File: config.mk
export PLATFORM = sky130hd
export DESIGN_NAME = uart_tx
export DESIGN_NICKNAME = d
export VERILOG_FILES = /design/src/rtl/uart_tx.sv
export SDC_FILE = /design/constraint.sdc
export NUM_CORES = 1
export LEC_CHECK = 0
export BUFFER_PORTS_ARGS = -buffer_cell sky130_fd_sc_hd__buf_2
export CAP_MARGIN = 20
export CORE_MARGIN = 5
export CORE_UTILIZATION = 50
export CTS_BUF_LIST = sky130_fd_sc_hd__clkbuf_8
export DETAILED_ROUTE_END_ITERATION = 7
export PLACE_DENSITY = 0.7
export SYNTH_ARGS = -nofsm -noshare
export SYNTH_HDL_FRONTEND = slang
export SYNTH_SLANG_ARGS = --single-unit
File: constraint.sdc
create_clock -name i_Clock -period 5.3 [get_ports i_Clock]
set_clock_uncertainty 0.15 [all_clocks]
set_input_delay 1.06 -clock i_Clock [delete_from_list [all_inputs] [get_ports i_Clock]]
set_output_delay 1.06 -clock i_Clock [all_outputs]
set_load 0.02 [all_outputs]
File: src/rtl/uart_tx.sv
// 8N1 UART transmitter: start bit, eight data bits LSB-first, stop bit.
// Each bit lasts N clocks, where N is taken from the shared baud configuration word.
module uart_tx #(
    parameter int UART_DATA_WIDTH   = 8,
    parameter int CONFIG_DATA_WIDTH = 32
) (
    input  logic                         i_Clock,
    input  logic                         i_Rst_n,
    input  logic [CONFIG_DATA_WIDTH-1:0] uart_config_data,
    input  logic                         i_Tx_DV,
    input  logic [UART_DATA_WIDTH-1:0]   i_Tx_Byte,
    output logic                         o_Tx_Active,
    output logic                         o_Tx_Serial,
    output logic                         o_Tx_Done
);

    localparam int BIT_W = $clog2(UART_DATA_WIDTH);
    localparam logic [BIT_W-1:0] LAST_BIT = BIT_W'(UART_DATA_WIDTH - 1);

    typedef enum logic [2:0] {
        IDLE    = 3'd0,
        START   = 3'd1,
        DATA    = 3'd2,
        STOP    = 3'd3,
        CLEANUP = 3'd4
    } state_t;

    state_t                         state, state_next;
    logic [CONFIG_DATA_WIDTH-1:0]   clk_count, clk_count_next;
    logic [CONFIG_DATA_WIDTH-1:0]   period, period_next;
    logic [BIT_W-1:0]               bit_index, bit_index_next;
    logic [BIT_W-1:0]               bit_index_inc;
    logic [UART_DATA_WIDTH-1:0]     tx_data, tx_data_next;
    logic                           serial_reg, serial_next;
    logic                           active_reg, active_next;
    logic                           done_reg, done_next;
    logic                           terminal;

    assign o_Tx_Serial = serial_reg;
    assign o_Tx_Active = active_reg;
    assign o_Tx_Done   = done_reg;

    assign terminal      = (clk_count == period);
    assign bit_index_inc = bit_index + BIT_W'(1);

    always_ff @(posedge i_Clock or negedge i_Rst_n) begin
        if (!i_Rst_n) begin
            state      <= IDLE;
            clk_count  <= '0;
            period     <= '0;
            bit_index  <= '0;
            tx_data    <= '0;
            serial_reg <= 1'b1;
            active_reg <= 1'b0;
            done_reg   <= 1'b0;
        end else begin
            state      <= state_next;
            clk_count  <= clk_count_next;
            period     <= period_next;
            bit_index  <= bit_index_next;
            tx_data    <= tx_data_next;
            serial_reg <= serial_next;
            active_reg <= active_next;
            done_reg   <= done_next;
        end
    end

    always_comb begin
        state_next     = state;
        clk_count_next = clk_count;
        period_next    = period;
        bit_index_next = bit_index;
        tx_data_next   = tx_data;
        serial_next    = serial_reg;
        active_next    = active_reg;
        done_next      = 1'b0;

        case (state)
            IDLE: begin
                serial_next = 1'b1;
                active_next = 1'b0;
                if (i_Tx_DV) begin
                    tx_data_next   = i_Tx_Byte;
                    // Period register holds N-1; configs 0 and 1 are clamped to N=2.
                    period_next    = (uart_config_data < CONFIG_DATA_WIDTH'(2)) ?
                                     CONFIG_DATA_WIDTH'(1) :
                                     uart_config_data - CONFIG_DATA_WIDTH'(1);
                    clk_count_next = '0;
                    serial_next    = 1'b0;
                    active_next    = 1'b1;
                    state_next     = START;
                end
            end

            START: begin
                if (terminal) begin
                    clk_count_next = '0;
                    bit_index_next = '0;
                    serial_next    = tx_data[0];
                    state_next     = DATA;
                end else begin
                    clk_count_next = clk_count + CONFIG_DATA_WIDTH'(1);
                end
            end

            DATA: begin
                if (terminal) begin
                    clk_count_next = '0;
                    if (bit_index != LAST_BIT) begin
                        bit_index_next = bit_index_inc;
                        serial_next    = tx_data[bit_index_inc];
                    end else begin
                        bit_index_next = '0;
                        serial_next    = 1'b1;
                        state_next     = STOP;
                    end
                end else begin
                    clk_count_next = clk_count + CONFIG_DATA_WIDTH'(1);
                end
            end

            STOP: begin
                if (terminal) begin
                    clk_count_next = '0;
                    active_next    = 1'b0;
                    done_next      = 1'b1;
                    state_next     = CLEANUP;
                end else begin
                    clk_count_next = clk_count + CONFIG_DATA_WIDTH'(1);
                end
            end

            CLEANUP: begin
                state_next = IDLE;
            end

            default: begin
                state_next  = IDLE;
                serial_next = 1'b1;
                active_next = 1'b0;
            end
        endcase
    end

endmodule
Word-level counts from Yosys, hierarchy flattened

Index checks and enable logic that the tools add are counted.

Input bits: 43
Word-level logic and storage cells: 64
Bits in registers: 81

Muxes and demuxes: 26
Equal/unequal tests: 11
Add/subtract/negate cells: 3
Reductions and logical operators: 12
Magnitude comparators: 2
Bitwise gates (word level): 2

Operator list:

| cell                                                | number |
|---|---|
| 2-to-1 mux 32 bit                                   | 3 |
| case mux 32 bit (2 select lines)                    | 1 |
| adder 32 x 1 -> 32 bit, second input constant       | 1 |
| == test 32 bit                                      | 1 |
| < comparator 32 x 2 -> 1 bit, second input constant | 1 |
| subtractor 32 x 1 -> 32 bit, second input constant  | 1 |
| 2-to-1 mux 3 bit                                    | 8 |
| case mux 3 bit (4 select lines)                     | 1 |
| != test 2 bit, second input constant                | 5 |
| 2-to-1 mux 1 bit                                    | 9 |
| == test 3 x 2 -> 1 bit, second input constant       | 2 |
| case mux 3 bit (2 select lines)                     | 1 |
| AND reduction 2 bit                                 | 3 |
| AND reduction 3 bit                                 | 2 |
| OR reduction 3 bit                                  | 2 |
| AND reduction 5 bit                                 | 1 |
| < comparator 3 x 4 -> 1 bit, second input constant  | 1 |
| case mux 1 bit (4 select lines)                     | 1 |
| nonzero test 2 bit                                  | 2 |
| adder 3 x 1 -> 3 bit, second input constant         | 1 |
| binary-select mux 1 bit (select 3 bit)              | 1 |
| == test 3 x 1 -> 1 bit, second input constant       | 1 |
| == test 3 bit, second input constant                | 1 |
| zero test 3 bit                                     | 1 |
| other kinds (4)                                     | 5 |

Depth between registers and ports, before layout

Gate-level depths: netlist of run 1.

Depth in word-level cells: 6
Depth in mapped cells: 8
Depth with buffers taken out: 8

Least setup slack after synthesis of run 1

Ideal clock, no wire load.

Path type: input to register
From: input port uart_config_data[10]
To: register period[22]
Cell stages on the path: 6
Slack: 2532 ps
Data required time: 5021 ps
Setup time: 129 ps
Arrival time: 2489 ps
Cells stage by stage: or4_4 -> or3_1 -> nor2_2 -> and3_1 -> xnor2_1 -> o21ai_1

Cells in the longest elaborated chain, start to end: 2
Elaborated cells on any way between the ends: 3
Classes of those cells: 1 x add/sub; 1 x order compare; 1 x mux

RTL lines:

| item                                                                        | RTL line | RTL |
|---|---|---|
| start: declaration                                                          | 9        | `input logic [CONFIG_DATA_WIDTH-1:0] uart_config_data,` |
| subtractor 32 x 1 -> 32 bit or < comparator 32 x 2 -> 1 bit (tied branches) | 87, 85   |  |
| 2-to-1 mux 32 bit *                                                         | 85       | `period_next = (uart_config_data < CONFIG_DATA_WIDTH'(2)) ?` |
| end signal: assignment                                                      | 59       | `period <= period_next;` |
| end: declaration                                                            | 30       | `logic [CONFIG_DATA_WIDTH-1:0] period, period_next;` |

Mark *: on every way between the ends. The rest lies on a longest branch, timed or not.
A chain may end at the register's enable or synchronous reset.

Worst setup path after layout of run 1

From: register clk_count[12]
To: register clk_count[12]

Cells in the longest elaborated chain, start to end: 3
Elaborated cells on any way between the ends: 4
Classes of those cells: 1 x add/sub; 1 x eq/ne; 2 x mux

RTL lines:

| item                                                     | RTL line     | RTL |
|---|---|---|
| start: declaration                                       | 29           | `logic [CONFIG_DATA_WIDTH-1:0] clk_count, clk_count_next;` |
| start signal: assignment                                 | 58           | `clk_count <= clk_count_next;` |
| adder 32 x 1 -> 32 bit or == test 32 bit (tied branches) | --           |  |
| 2-to-1 mux 32 bit *                                      | 96, 107, 123 |  |
| case mux 32 bit (2 select lines) *                       | 78           | `case (state)` |

Marks and branches as above.

==> summary.txt, run 1 <==
Critical path
  • Slowest cell on crit path: o21ai_2
  • Worst r2r src: clk_count[12]
  • CP startpoint: clk_count[12]
  • Setup CP Type: register to register
  • Critical path, cell by cell: xnor2_1, nand4_1, nor4_4, nand2_2, o21ai_2, o21ai_0
  • Worst path bufs/invs: 0
  • Crit start category: register
  • Worst EP required: 5.37 ns
  • Worst-path fanout max: 17
  • Critical path's top delay family: simple AND/OR/NAND/NOR gates
  • CP Capture Type: register
  • CP arrival: 3.11 ns
  • Slowest stage delay, CP: 0.66 ns

Yosys
  • Ys flop type: dfrtp_1
  • Fraction of registers with async set/reset: 1.00
  • Number of synthesized flops with an enable pin: 0
  • Sequential share of the synthesized area: 0.426
  • Ys Warns: 0
  • Gate count of the mapped netlist: 530
  • Yosys reg bits: 81
  • Post-synth design cell area: 0.00476 mm^2
  • Avg Inst Size Synth: 8.98 um^2
  • Netlist cell types: 61
  • Syn_nets: 577

Global route
  • Vias in the first global route: 3,861
  • Total GRT Usage: 0.208
  • Initial antenna violation count: 0
  • First-pass GRT wire length: 19,200 um
  • Aggregate global routing overflow: 0
  • Largest net degree at the start of global routing: 82

Detailed routing
  • Post-route DRC: 0
  • Wire length on met2: 5150 um
  • Highest Signal Layer: met4
  • Vias per inst: 5.59
  • DR WL/cell: 15.9 um
  • Drt first pass iters: 5
  • Met3 wire len: 537 um
  • Drt total wl: 11,200 um
  • Met1 wire length: 5060 um
  • Drt initial violations: 276
  • Vias: 3,919
  • Antenna Nets Post-Route: 0

CTS
  • Post-CTS Setup Bufs: 0
  • CTS buffer count: 9
  • Worst skew pair latency: 0.36 ns
  • CTS tree: yes
  • Clk root buf: clkbuf_8
  • Post_cts resized: 0
  • Hold buffers post-CTS: 0
  • Clk sink count: 81
  • H-Tree Level Count: 3
  • CTS clk-pin slew, worst paths: 0.10 ns
  • Clk buf depth: 2

Pwr
  • Sequential share of power: 0.519
  • Logic pwr share: 0.163
  • Max VDD drop: 0.000136 V
  • Clock Power Share: 0.318
  • Internal power: 1.06 mW
  • Leakage: 2.18 nW
  • Net switching power of the design: 446 uW
  • Sw Ratio: 0.296
  • P per Cell Area: 284 mW/mm^2

STA
  • F_max: 0.329 GHz
  • Max-slew violations: 0
  • RSZ-0062 raised after global routing: false
  • Hold Vio Cnt, Final: 0
  • Setup TNS: 0 ns
  • Min Tclk post-route: 3.04 ns
  • Slew @ Worst Pin: 0.722 ns
  • Final period util: 0.574
  • Slew Limit Headroom: 0.514
  • Setup-failing EPs final: 0

Run
  • Max Cap Violations: 0

Status
  • Status: complete, no violations

Floorplan
  • DIE WIDTH: 108 um
  • Initial Util: 0.515
  • Die H: 108 um
  • Rows: 35
  • Top-Level Pins: 46
  • Die ar.: 0.0116 mm^2
  • CORE AREA: 0.00924 mm^2

Placement
  • Placer Congestion: 0.887
  • HPWL after detailed placement: 8250 um
  • Buffers on Ports: 45

Cells and area
  • N_diodes: 0
  • Filler cell count: 812
  • Area Overhead vs Synth: 11.3%
  • Share of post-route cells with drive strength above 1: 0.145
  • Fin nets: 614
  • Finished Core Util: 0.573

Min path
  • Hold Path Origin: tx_data[1]
  • Worst hold path class: register to register
state kept, by name (all words and copies together) (netlist names):
signal and flops:
tx_data 8, o_Tx_Serial 1, period 32, o_Tx_Done 1, clk_count 32, o_Tx_Active 1, state 3, bit_index 3
worst paths after layout:
check	endpoint	slack (ns)	cells past startpoint
max in group asynchronous	period[29]	4.07	2
worst max register to register	clk_count[12]	2.26	6
worst min-delay path	tx_data[1]	0.33	2
min in group asynchronous	tx_data[0]	0.36	1
worst max-delay path	clk_count[12]	2.26	6
worst min register to register	tx_data[1]	0.33	2
worst min-delay path, stage by stage (launching register included):
cell,delay (ns)
dfrtp_1,0.35
nand2_1,0.05
nand2_1,0.06
cells in the mapped netlist (all sizes together) (10+ instances only):
master,number,area share
nor2,39,0.031
nor4,12,0.025
a21oi,14,0.015
dfrtp,80,0.42
xor2,20,0.037
clkbuf,17,0.013
nand3,26,0.027
o21ai,40,0.043
inv,10,0.0079
xnor2,56,0.11
nand2,93,0.074
nor3,20,0.022
area by class of cell:
| class | instances | area [um^2] | area share |
|---|---|---|---|
| inverters | 10 | 37.5 | 0.00709 |
| multi-input cells | 416 | 2580 | 0.487 |
| repair buffers | 49 | 275 | 0.0520 |
| flip-flops and latches | 81 | 2030 | 0.383 |
| clock buffers | 11 | 151 | 0.0286 |
| well taps | 129 | 161 | 0.0305 |
| clock inverters | 5 | 63.8 | 0.0120 |
cells by family (layout without fill, tap and decap cells):
kind of cell               Yosys count  count (layout)  synth area share
xor gates and xnor gates            76              76             0.143
DFF                                 81              81             0.426
buffers and inverters               33              75            0.0316
adders and majority gates            4               4            0.0105
muxes                                6               6            0.0179
AOI/OAI and AO/OA                   83              83             0.108
and+or+nand+nor                    247             247             0.263
power groups by stage:
stage	sequential, mW	clock, mW	combinational, mW
finish	0.781	0.478	0.245
global route	0.791	0.514	0.279
CTS	0.778	0.483	0.245
detailed placement	0.791	0	0.243
global placement	0.788	0	0.233
floorplan	0.755	0	0.188
through the flow:
step / instance area, um^2 / instances / setup WS [ns] / total power [mW] / hold slack [ns]
2_1_floorplan: 4760 / 530 / 2.53 / 0.943 / 0.290
3_3_place_gp: 5050 / 683 / 2.17 / 1.02 / 0.306
3_5_place_dp: 5050 / 684 / 2.12 / 1.03 / 0.316
4_1_cts: 5270 / 700 / 2.23 / 1.51 / 0.338
5_1_grt: 5300 / 701 / 2.04 / 1.58 / 0.349
6_report: 5300 / 701 / 2.26 / 1.50 / 0.332
placed cells by master (no fill, tap or decap), types with 4 or more instances in the layout:
master     instances
nand4_1            8
nor3_1            19
nand2b_1           6
buf_2             45
o2bb2ai_1          5
nand3b_1           6
xor2_1            20
and3_1             9
ha_1               4
nor2_1            38
nor4_1             8
or3_1              6
a21oi_1           14
nand2_1           92
clkbuf_8          11
o21ai_1            4
xnor2_1           54
nand3_1           26
inv_1             10
mux2i_1            4
dfrtp_1           80
o21ai_0           35
routing by layer:
layer	vias up	global-route usage
met3	30	0.0246
met5	-	0
li1	1916	-
met2	123	0.319
met1	1850	0.293
met4	0	0.0992
No activity file was read; power rests on OpenSTA's default activity.
==> run 2, diff against run 1 <==
==> constraint.sdc (replaced) <==
create_clock -name i_Clock -period 3.02 [get_ports i_Clock]
set_clock_uncertainty 0.15 [all_clocks]
set_input_delay 0.604 -clock i_Clock [delete_from_list [all_inputs] [get_ports i_Clock]]
set_output_delay 0.604 -clock i_Clock [all_outputs]
set_load 0.02 [all_outputs]
==> summary.txt, run 2 (same netlist as run 1, synthesis figures left out) <==
STA
  • Max-slew violations: 0 (unchanged)
  • F_max: 0.404 GHz (+23%)
  • Setup-failing EPs final: 0 (unchanged)
  • Min Tclk post-route: 2.47 ns (-0.567 ns)
  • RSZ-0062 raised after global routing: false
  • Setup TNS: 0 ns (unchanged)
  • Slew @ Worst Pin: 0.608 ns (-0.114 ns)
  • Slew Limit Headroom: 0.592 (+0.0771)
  • Final period util: 0.819 (+0.245)
  • Fin worst setup slack: 0.547 ns (-1.71 ns)
  • Hold Vio Cnt, Final: 0 (unchanged)

Critical path
  • CP arrival: 2.60 ns (-0.51 ns)
  • Worst path bufs/invs: 1 (+1)
  • Critical path's top delay family: simple AND/OR/NAND/NOR gates
  • Worst-path fanout max: 11 (-6)
  • Slowest cell on crit path: nor4_4
  • Critical path, cell by cell: xnor2_1, nand4_1, nor4_4, nand2_2, buf_4, o41a_1, o2bb2ai_1
  • CP Capture Type: register
  • Worst EP required: 3.14 ns (-2.23 ns)
  • Crit start category: register
  • Slowest stage delay, CP: 0.52 ns (-0.14 ns)
  • Setup CP Type: register to register

Run
  • Max Cap Violations: 0 (unchanged)

Floorplan
  • Die H: 108 um (unchanged)
  • Die ar.: 0.0116 mm^2 (unchanged)
  • Top-Level Pins: 46 (unchanged)
  • Rows: 35 (unchanged)
  • Initial Util: 0.515 (unchanged)
  • CORE AREA: 0.00924 mm^2 (unchanged)
  • DIE WIDTH: 108 um (unchanged)

Pwr
  • P per Cell Area: 519 mW/mm^2 (+83%)
  • Leakage: 2.25 nW (+3.2%)
  • Overall Power: 2.81 mW (+87%)
  • Max VDD drop: 0.000219 V (+61%)

CTS
  • Worst skew pair latency: 0.35 ns (about the same)
  • H-Tree Level Count: 3 (unchanged)
  • Hold buffers post-CTS: 0 (unchanged)
  • Clk buf depth: 2 (unchanged)
  • CTS clk-pin slew, worst paths: 0.08 ns (-0.02 ns)
  • CTS buffer count: 9 (unchanged)
  • Post-CTS Setup Bufs: 0 (unchanged)
  • Clk root buf: clkbuf_8
  • Post_cts resized: 0 (unchanged)
  • CTS tree: yes
  • Clk sink count: 81 (unchanged)

Cells and area
  • Share of post-route cells with drive strength above 1: 0.155 (+0.00980)
  • Filler cell count: 829 (+2.1%)
  • Highest-count cells in the layout ignoring fill and taps: nand2_1, dfrtp_1, xnor2_1
  • Fin nets: 623 (+1.5%)
  • N_diodes: 0 (unchanged)
  • Fin cells: 710 (+1.3%)
  • Finished Core Util: 0.586 (+0.0129)
  • Multi-input logic area: 0.00258 mm^2 (unchanged)
  • Most common cell after layout, fill and taps aside: nand2_1
  • Area Overhead vs Synth: 13.8%
  • Register area: 0.00203 mm^2 (unchanged)
  • Regs by FF count: clk_count x32, period x32, tx_data x8

Detailed routing
  • Vias: 3,917 (-0.051%)
  • Drt total wl: 11,100 um (-0.21%)
  • Drt first pass iters: 4 (-1)
  • Vias per inst: 5.52 (-1.3%)
  • Post-route DRC: 0 (unchanged)
  • Antenna Nets Post-Route: 0 (unchanged)
  • Drt initial violations: 162 (-41%)
  • DR WL/cell: 15.7 um (-1.5%)

Global route
  • Aggregate global routing overflow: 0 (unchanged)
  • Total GRT Usage: 0.211 (+0.00276)
  • Initial antenna violation count: 0 (unchanged)
  • First-pass GRT wire length: 19,300 um (+0.57%)
  • Largest net degree at the start of global routing: 47 (-43%)
  • Vias in the first global route: 3,797 (-1.7%)

Placement
  • Setup Slack @ Placement: 0.455 ns (-1.66 ns)
  • Placed instance count: 694 (+1.5%)
  • Placer Congestion: 0.904 (+1.9%)
  • HPWL after detailed placement: 8500 um (+3.1%)
  • Buffers on Ports: 45 (unchanged)

Min path
  • Worst hold path class: input port to async pin

Status
  • Status: complete, no violations
[run 2: cell types whose count changed in the layout (fill, tap and decap cells not counted), sizes merged]
cell and change:
clkinv -3, buf +9, inv +2, clkbuf -2, bufinv +3
[run 2: per-layer routing]
metal,up-vias,share of wire,GRT usage
met5,-,0,0
met4,0,0.013,0.0568
li1,1934,-,-
met1,1864,0.47,0.311
met2,108,0.47,0.323
met3,11,0.055,0.0330
[run 2: cell type report]
cell class,instances,area share
clock inverter,7,0.0250
timing repair buffer,58,0.0647
clock buffer,9,0.0229
multi-input combinational,416,0.476
tap,129,0.0298
inverter,10,0.00693
sequential,81,0.375
[run 2: final timing paths]
path,startpoint,end,slack (ns),depth (start not counted)
max in group asynchronous,i_Rst_n,period[20],2.04,2
worst min register to register,tx_data[1],tx_data[1],0.33,2
worst max register to register,clk_count[12],bit_index[0],0.55,7
worst min-delay path,i_Rst_n,clk_count[7],0.07,1
min in group i_Clock,i_Tx_Byte[5],tx_data[5],0.29,3
worst max-delay path,clk_count[12],bit_index[0],0.55,7
[run 2: power breakdown]
group | internal (mW) | switching (mW) | total [mW] | leakage (nW)
registers | 1.21 | 0.154 | 1.36 | 1.04
logic | 0.218 | 0.212 | 0.431 | 1.08
clock network | 0.627 | 0.389 | 1.02 | 0.132
[run 2: per-stage QoR]
| step | area, um^2 | hold WS (ns) |
|---|---|---|
| 2_1_floorplan | 4760 | 0.158 |
| 3_3_place_gp | 5160 | 0.308 |
| 3_5_place_dp | 5160 | 0.313 |
| 4_1_cts | 5420 | 0.0755 |
| 5_1_grt | 5420 | 0.107 |
| 6_report | 5420 | 0.0650 |
